File: config.mk
export PLATFORM = sky130hd
export DESIGN_NAME = mvau_weight_stream_mem
export DESIGN_NICKNAME = d
export VERILOG_FILES = /design/src/rtl/mvau_wmem_pkg.sv /design/src/rtl/mvau_wmem_bank.sv /design/src/rtl/mvau_weight_stream_mem.sv
export SDC_FILE = /design/constraint.sdc
export NUM_CORES = 1
export LEC_CHECK = 0
export BUFFER_PORTS_ARGS = -buffer_cell sky130_fd_sc_hd__buf_4
export CAP_MARGIN = 5
export CORE_UTILIZATION = 56
export DETAILED_ROUTE_END_ITERATION = 10
export HOLD_SLACK_MARGIN = 0.15
export PLACE_DENSITY = 0.83
export SYNTH_ARGS = -nofsm -noshare
export SYNTH_HDL_FRONTEND = slang
export SYNTH_SLANG_ARGS = --single-unit
File: constraint.sdc
create_clock -name aclk -period 1.4 [get_ports aclk]
set_input_delay 0.14 -clock aclk [delete_from_list [all_inputs] [get_ports aclk]]
set_output_delay 0.14 -clock aclk [all_outputs]
set_load 0.01 [all_outputs]
File: src/rtl/mvau_wmem_pkg.sv
// Shared types and helpers for the runtime-loadable MVAU weight memory.
package mvau_wmem_pkg;

  typedef enum logic {WMEM_LOAD, WMEM_RUN} wmem_state_t;

  localparam int unsigned DEF_PE      = 2;
  localparam int unsigned DEF_SIMD    = 2;
  localparam int unsigned DEF_TW      = 1;
  localparam int unsigned WORD_BW     = DEF_PE * DEF_SIMD * DEF_TW;

  // Address bits needed to index `value` entries; never returns less than 1.
  function automatic int unsigned clog2(input int unsigned value);
    int unsigned result;
    int unsigned v;
    result = 0;
    v      = (value > 0) ? value - 1 : 0;
    while (v > 0) begin
      result++;
      v = v >> 1;
    end
    return (result == 0) ? 1 : result;
  endfunction

endpackage

File: src/rtl/mvau_wmem_bank.sv
// Simple dual-port weight RAM: one write port, one synchronous read port, no array reset.
module mvau_wmem_bank #(
  parameter int unsigned WIDTH   = 4,
  parameter int unsigned DEPTH   = 4,
  parameter int unsigned ADDR_BW = 2
) (
  input  logic               clk,
  input  logic               wr_en,
  input  logic [ADDR_BW-1:0] wr_addr,
  input  logic [WIDTH-1:0]   wr_data,
  input  logic               rd_en,
  input  logic [ADDR_BW-1:0] rd_addr,
  output logic [WIDTH-1:0]   rd_data
);

  (* ram_style = "auto" *) logic [WIDTH-1:0] mem_q [DEPTH];
  logic [WIDTH-1:0] rd_data_q;

  always_ff @(posedge clk) begin
    if (wr_en) begin
      mem_q[wr_addr] <= wr_data;
    end
    if (rd_en) begin
      rd_data_q <= mem_q[rd_addr];
    end
  end

  assign rd_data = rd_data_q;

endmodule

File: src/rtl/mvau_weight_stream_mem.sv
// Weight memory for one MVAU batch: filled over AXI-Stream, then streamed to the PE array
// by a wrapping read sequencer with a valid/last-qualified output.
module mvau_weight_stream_mem
  import mvau_wmem_pkg::*;
#(
  parameter int unsigned SIMD         = DEF_SIMD,
  parameter int unsigned PE           = DEF_PE,
  parameter int unsigned TW           = DEF_TW,
  parameter int unsigned WMEM_DEPTH   = 4,
  parameter int unsigned WMEM_ADDR_BW = 4,
  parameter int unsigned OREG         = 1
) (
  input  logic                   aclk,
  input  logic                   aresetn,
  input  logic [PE*SIMD*TW-1:0]  s_wgt_tdata,
  input  logic                   s_wgt_tvalid,
  output logic                   s_wgt_tready,
  input  logic                   reload,
  output logic                   wmem_ready,
  input  logic                   rd_en,
  input  logic                   rd_restart,
  output logic [PE*SIMD*TW-1:0]  wmem_out,
  output logic                   wmem_valid,
  output logic                   wmem_last
);

  localparam int unsigned WordBw = PE * SIMD * TW;
  localparam int unsigned IdxBw  = clog2(WMEM_DEPTH);
  localparam logic [WMEM_ADDR_BW-1:0] LastAddr = WMEM_ADDR_BW'(WMEM_DEPTH - 1);

  wmem_state_t             state_q;
  logic [WMEM_ADDR_BW-1:0] wr_addr_q;
  logic [WMEM_ADDR_BW-1:0] rd_addr_q;
  logic                    wr_fire;
  logic                    rd_fire;
  logic                    rd_is_last;
  logic [WordBw-1:0]       rd_data;
  logic                    valid1_q;
  logic                    last1_q;

  assign s_wgt_tready = aresetn & (state_q == WMEM_LOAD);
  assign wmem_ready   = aresetn & (state_q == WMEM_RUN);

  // A reload in the same cycle discards both the incoming beat and any read request.
  assign wr_fire    = s_wgt_tvalid & s_wgt_tready & ~reload;
  assign rd_fire    = rd_en & (state_q == WMEM_RUN) & ~reload;
  assign rd_is_last = (rd_addr_q == LastAddr);

  always_ff @(posedge aclk) begin
    if (!aresetn) begin
      state_q   <= WMEM_LOAD;
      wr_addr_q <= '0;
      rd_addr_q <= '0;
    end else if (reload) begin
      state_q   <= WMEM_LOAD;
      wr_addr_q <= '0;
      rd_addr_q <= '0;
    end else begin
      unique case (state_q)
        WMEM_LOAD: begin
          if (wr_fire) begin
            if (wr_addr_q == LastAddr) begin
              state_q   <= WMEM_RUN;
              wr_addr_q <= '0;
            end else begin
              wr_addr_q <= wr_addr_q + 1'b1;
            end
          end
        end
        WMEM_RUN: begin
          // Restart wins over the advance of a coincident read.
          if (rd_restart) begin
            rd_addr_q <= '0;
          end else if (rd_fire) begin
            rd_addr_q <= rd_is_last ? '0 : rd_addr_q + 1'b1;
          end
        end
        default: state_q <= WMEM_LOAD;
      endcase
    end
  end

  mvau_wmem_bank #(
    .WIDTH   (WordBw),
    .DEPTH   (WMEM_DEPTH),
    .ADDR_BW (IdxBw)
  ) u_bank (
    .clk     (aclk),
    .wr_en   (wr_fire),
    .wr_addr (wr_addr_q[IdxBw-1:0]),
    .wr_data (s_wgt_tdata),
    .rd_en   (rd_fire),
    .rd_addr (rd_addr_q[IdxBw-1:0]),
    .rd_data (rd_data)
  );

  // First stage tracks the RAM read; reload does not flush reads already accepted.
  always_ff @(posedge aclk) begin
    if (!aresetn) begin
      valid1_q <= 1'b0;
      last1_q  <= 1'b0;
    end else begin
      valid1_q <= rd_fire;
      last1_q  <= rd_fire & rd_is_last;
    end
  end

  if (OREG != 0) begin : g_oreg
    logic              valid2_q;
    logic              last2_q;
    logic [WordBw-1:0] out_q;

    always_ff @(posedge aclk) begin
      if (!aresetn) begin
        valid2_q <= 1'b0;
        last2_q  <= 1'b0;
        out_q    <= '0;
      end else begin
        valid2_q <= valid1_q;
        last2_q  <= last1_q;
        if (valid1_q) begin
          out_q <= rd_data;
        end
      end
    end

    assign wmem_valid = valid2_q;
    assign wmem_last  = last2_q;
    assign wmem_out   = out_q;
  end else begin : g_no_oreg
    // The RAM register is not reset, so mask it until a word has been read since reset.
    logic seen_q;

    always_ff @(posedge aclk) begin
      if (!aresetn) begin
        seen_q <= 1'b0;
      end else if (valid1_q) begin
        seen_q <= 1'b1;
      end
    end

    assign wmem_valid = valid1_q;
    assign wmem_last  = last1_q;
    assign wmem_out   = (seen_q | valid1_q) ? rd_data : '0;
  end

endmodule
==> results_dict.tcl <==
set metrics [dict create \
    drive_gt1_frac 0.300 \
    vias_per_cell 5.45 \
    grt_usage 0.224 \
    synth_top_area_cell "edfxtp_1" \
    area_growth_pct 23.0 \
    outcome "complete, no violations" \
    leakage_nw 0.692 \
    drtAntennaViolNets 0 \
    ys_seq_area_frac 0.623 \
    initialDrtViolationCount 10 \
    synth.most_common_cell "edfxtp_1" \
    clock_skew_ps 10.8 \
    syn_area_um2 1510 \
    start_util 0.599 \
    die-area_um2 2910 \
    dr.pass1.iters 2 \
    cts_buffers 5 \
    die_x_um 54.0 \
    gp_congestion 0.879 \
    p_total_mw 2.15 \
    start_kind "input port" \
    clk_transition_reported_paths_ps 110 \
    fin_crit_ps 1360 \
    io_pins 18 \
    synthCells 109 \
    synth_edf_count 20 \
    cellPowerDensity_nw_per_um2 1160 \
    drc 0 \
    path_class "input port to register" \
    final_util 0.737 \
    clock_latency_ps 350 \
    setup_ws_ps 38.3 \
    async_reset_ff_frac 0 \
    fin_nets 154 \
    yosysUniqueCellTypes 32 \
    drt-total-wl_um 2670 \
    synthTopCellsByArea "edfxtp_1 (40%), dfxtp_1 (23%), mux4_2 (6.0%), mux2i_1 (4.6%), ha_1 (4.1%)" \
    rsz0062_at_grt "no" \
    fin_crit_sh 0.973 \
    synthTopCellsByCount "edfxtp_1 (20), dfxtp_1 (17), mux2i_1 (7)" \
    core_area_um2 2520 \
    overflow 0 \
    whs_ps 445 \
    rows 18 \
    nFillCells 173 \
    antenna_found_initial 0 \
    port-buffer-count 17 \
    hold_depth 1 \
    slew_headroom 0.824 \
    path_cells "dlygate4sd3_1, buf_4, and4bb_4, and2_2" \
    die_y_um 54.0 \
    vias 927 \
    max_stage_delay_ps 540 \
    worstPathRequired_ps 1460 \
    synth_ff_type "edfxtp_1" \
    cp.arrival_ps 1420 \
    grt_max_degree 13 \
    hold_viol 0 \
    hp-class "register to register" \
    max_cap_viol_count 0 \
    synth_warnings 0 \
    setup-tns-final_ps 0 \
    wire_per_inst_um 15.7 \
    grt_pass1_vias 925 \
    cp_slowest_cell "dlygate4sd3_1" \
    ff2ff_path_depth 2 \
    hpwlAfterDp_um 1860 \
    tightest_slew_ps 263 \
    n_antenna_cell 0 \
    finalSetupViolCount 0 \
    cts_buffer_depth 2 \
    pre_cts_ws_ps 35.0 \
    synth_top_area_frac 0.397 \
    fmax_ghz 0.734 \
    htreeDepth 2 \
    root_buffer "clkbuf_4" \
    grt_pass1_wl_um 4240 \
    tritoncts "yes" \
    numClockSinks 37 \
    cp-end-kind "register" \
    worstPathMaxFanout 8 \
    synth_nets 124 \
    slew_violations 0 \
    synth_seq_cells 37 \
    peakVddDrop_v 0.000933 \
    synth.avg_cell_area_um2 13.9 \
]
area by class of cell:
cell class | instances | area (um^2) | area share
repair buffers | 29 | 240 | 0.129
inverters | 2 | 7.51 | 0.00404
well taps | 30 | 37.5 | 0.0202
flip-flops and latches | 37 | 943 | 0.507
clock inverters | 3 | 65.1 | 0.0350
clock buffers | 5 | 37.5 | 0.0202
multi-input cells | 64 | 528 | 0.284
cells by family (layout without fill, tap and decap cells):
kind of cell	Yosys count	in the layout	synth area share
simple gates	41	41	0.177
flops	37	37	0.623
mux	11	11	0.106
buf+inv	8	39	0.0281
compound gates	7	7	0.0248
fa+ha+maj	5	5	0.0414
cells in the final DEF (no fill, tap or decap), types with 2 or more instances in the layout:
master	instances
a21oi_1	4
and2_1	2
and2_2	5
and2b_2	2
buf_4	20
bufinv_16	2
clkbuf_4	5
dfxtp_1	15
dfxtp_2	2
dlygate4sd3_1	9
edfxtp_1	20
ha_1	5
inv_1	2
mux2i_1	7
mux4_2	4
nand2_1	6
nand3_1	2
nand3b_1	2
nand4_1	2
nand4b_1	2
nor2_1	4
nor2b_1	5
or3_1	2
per-stage QoR:
stage	instances	cell area, um^2
floorplan	109	1510
global placement	153	1660
detailed placement	153	1660
CTS	170	1860
global route	170	1860
finish	170	1860
worst max-delay path: cells and delay by family:
kind                   cells  cell delay (ps)
buffers and inverters      2              690
AND/OR/NAND/NOR            2              600
worst paths after layout:
path              slack (ps)  startpoint                 end
hold / removal           450     last1_q           wmem_last
setup reg to reg         150     state_q  u_bank.mem_q[3][3]
setup / recovery          40      reload  u_bank.mem_q[3][3]
hold reg to reg          450     last1_q           wmem_last
sequential cells by signal, indices dropped and copies added (netlist names), 4 cells and up:
register        cells
u_bank.rd_data      4
wmem_out            4
u_bank.mem_q       16
wr_addr_q           4
rd_addr_q           4
power by group:
group	leakage [nW]	total [mW]	switching, mW	internal (mW)
clock network	0.0552	0.908	0.355	0.553
registers	0.319	1.15	0.00421	1.15
logic	0.318	0.0927	0.0390	0.0538
what timing repair did:
item                                    CTS  global route
endpoints found under the setup margin    4             1
hold endpoints to repair                 30             0
gates resized for setup                   1             1
setup buffers                             0             0
hold buffers                              9             0
pin swaps                                 0             0
per-layer routing:
layer / global-route usage / routed length (um)
met3: 0.105 / 108
met1: 0.248 / 1170
met2: 0.366 / 1370
met4: 0.0965 / 28
met5: 0 / 0
No activity file was read; power rests on OpenSTA's default activity.
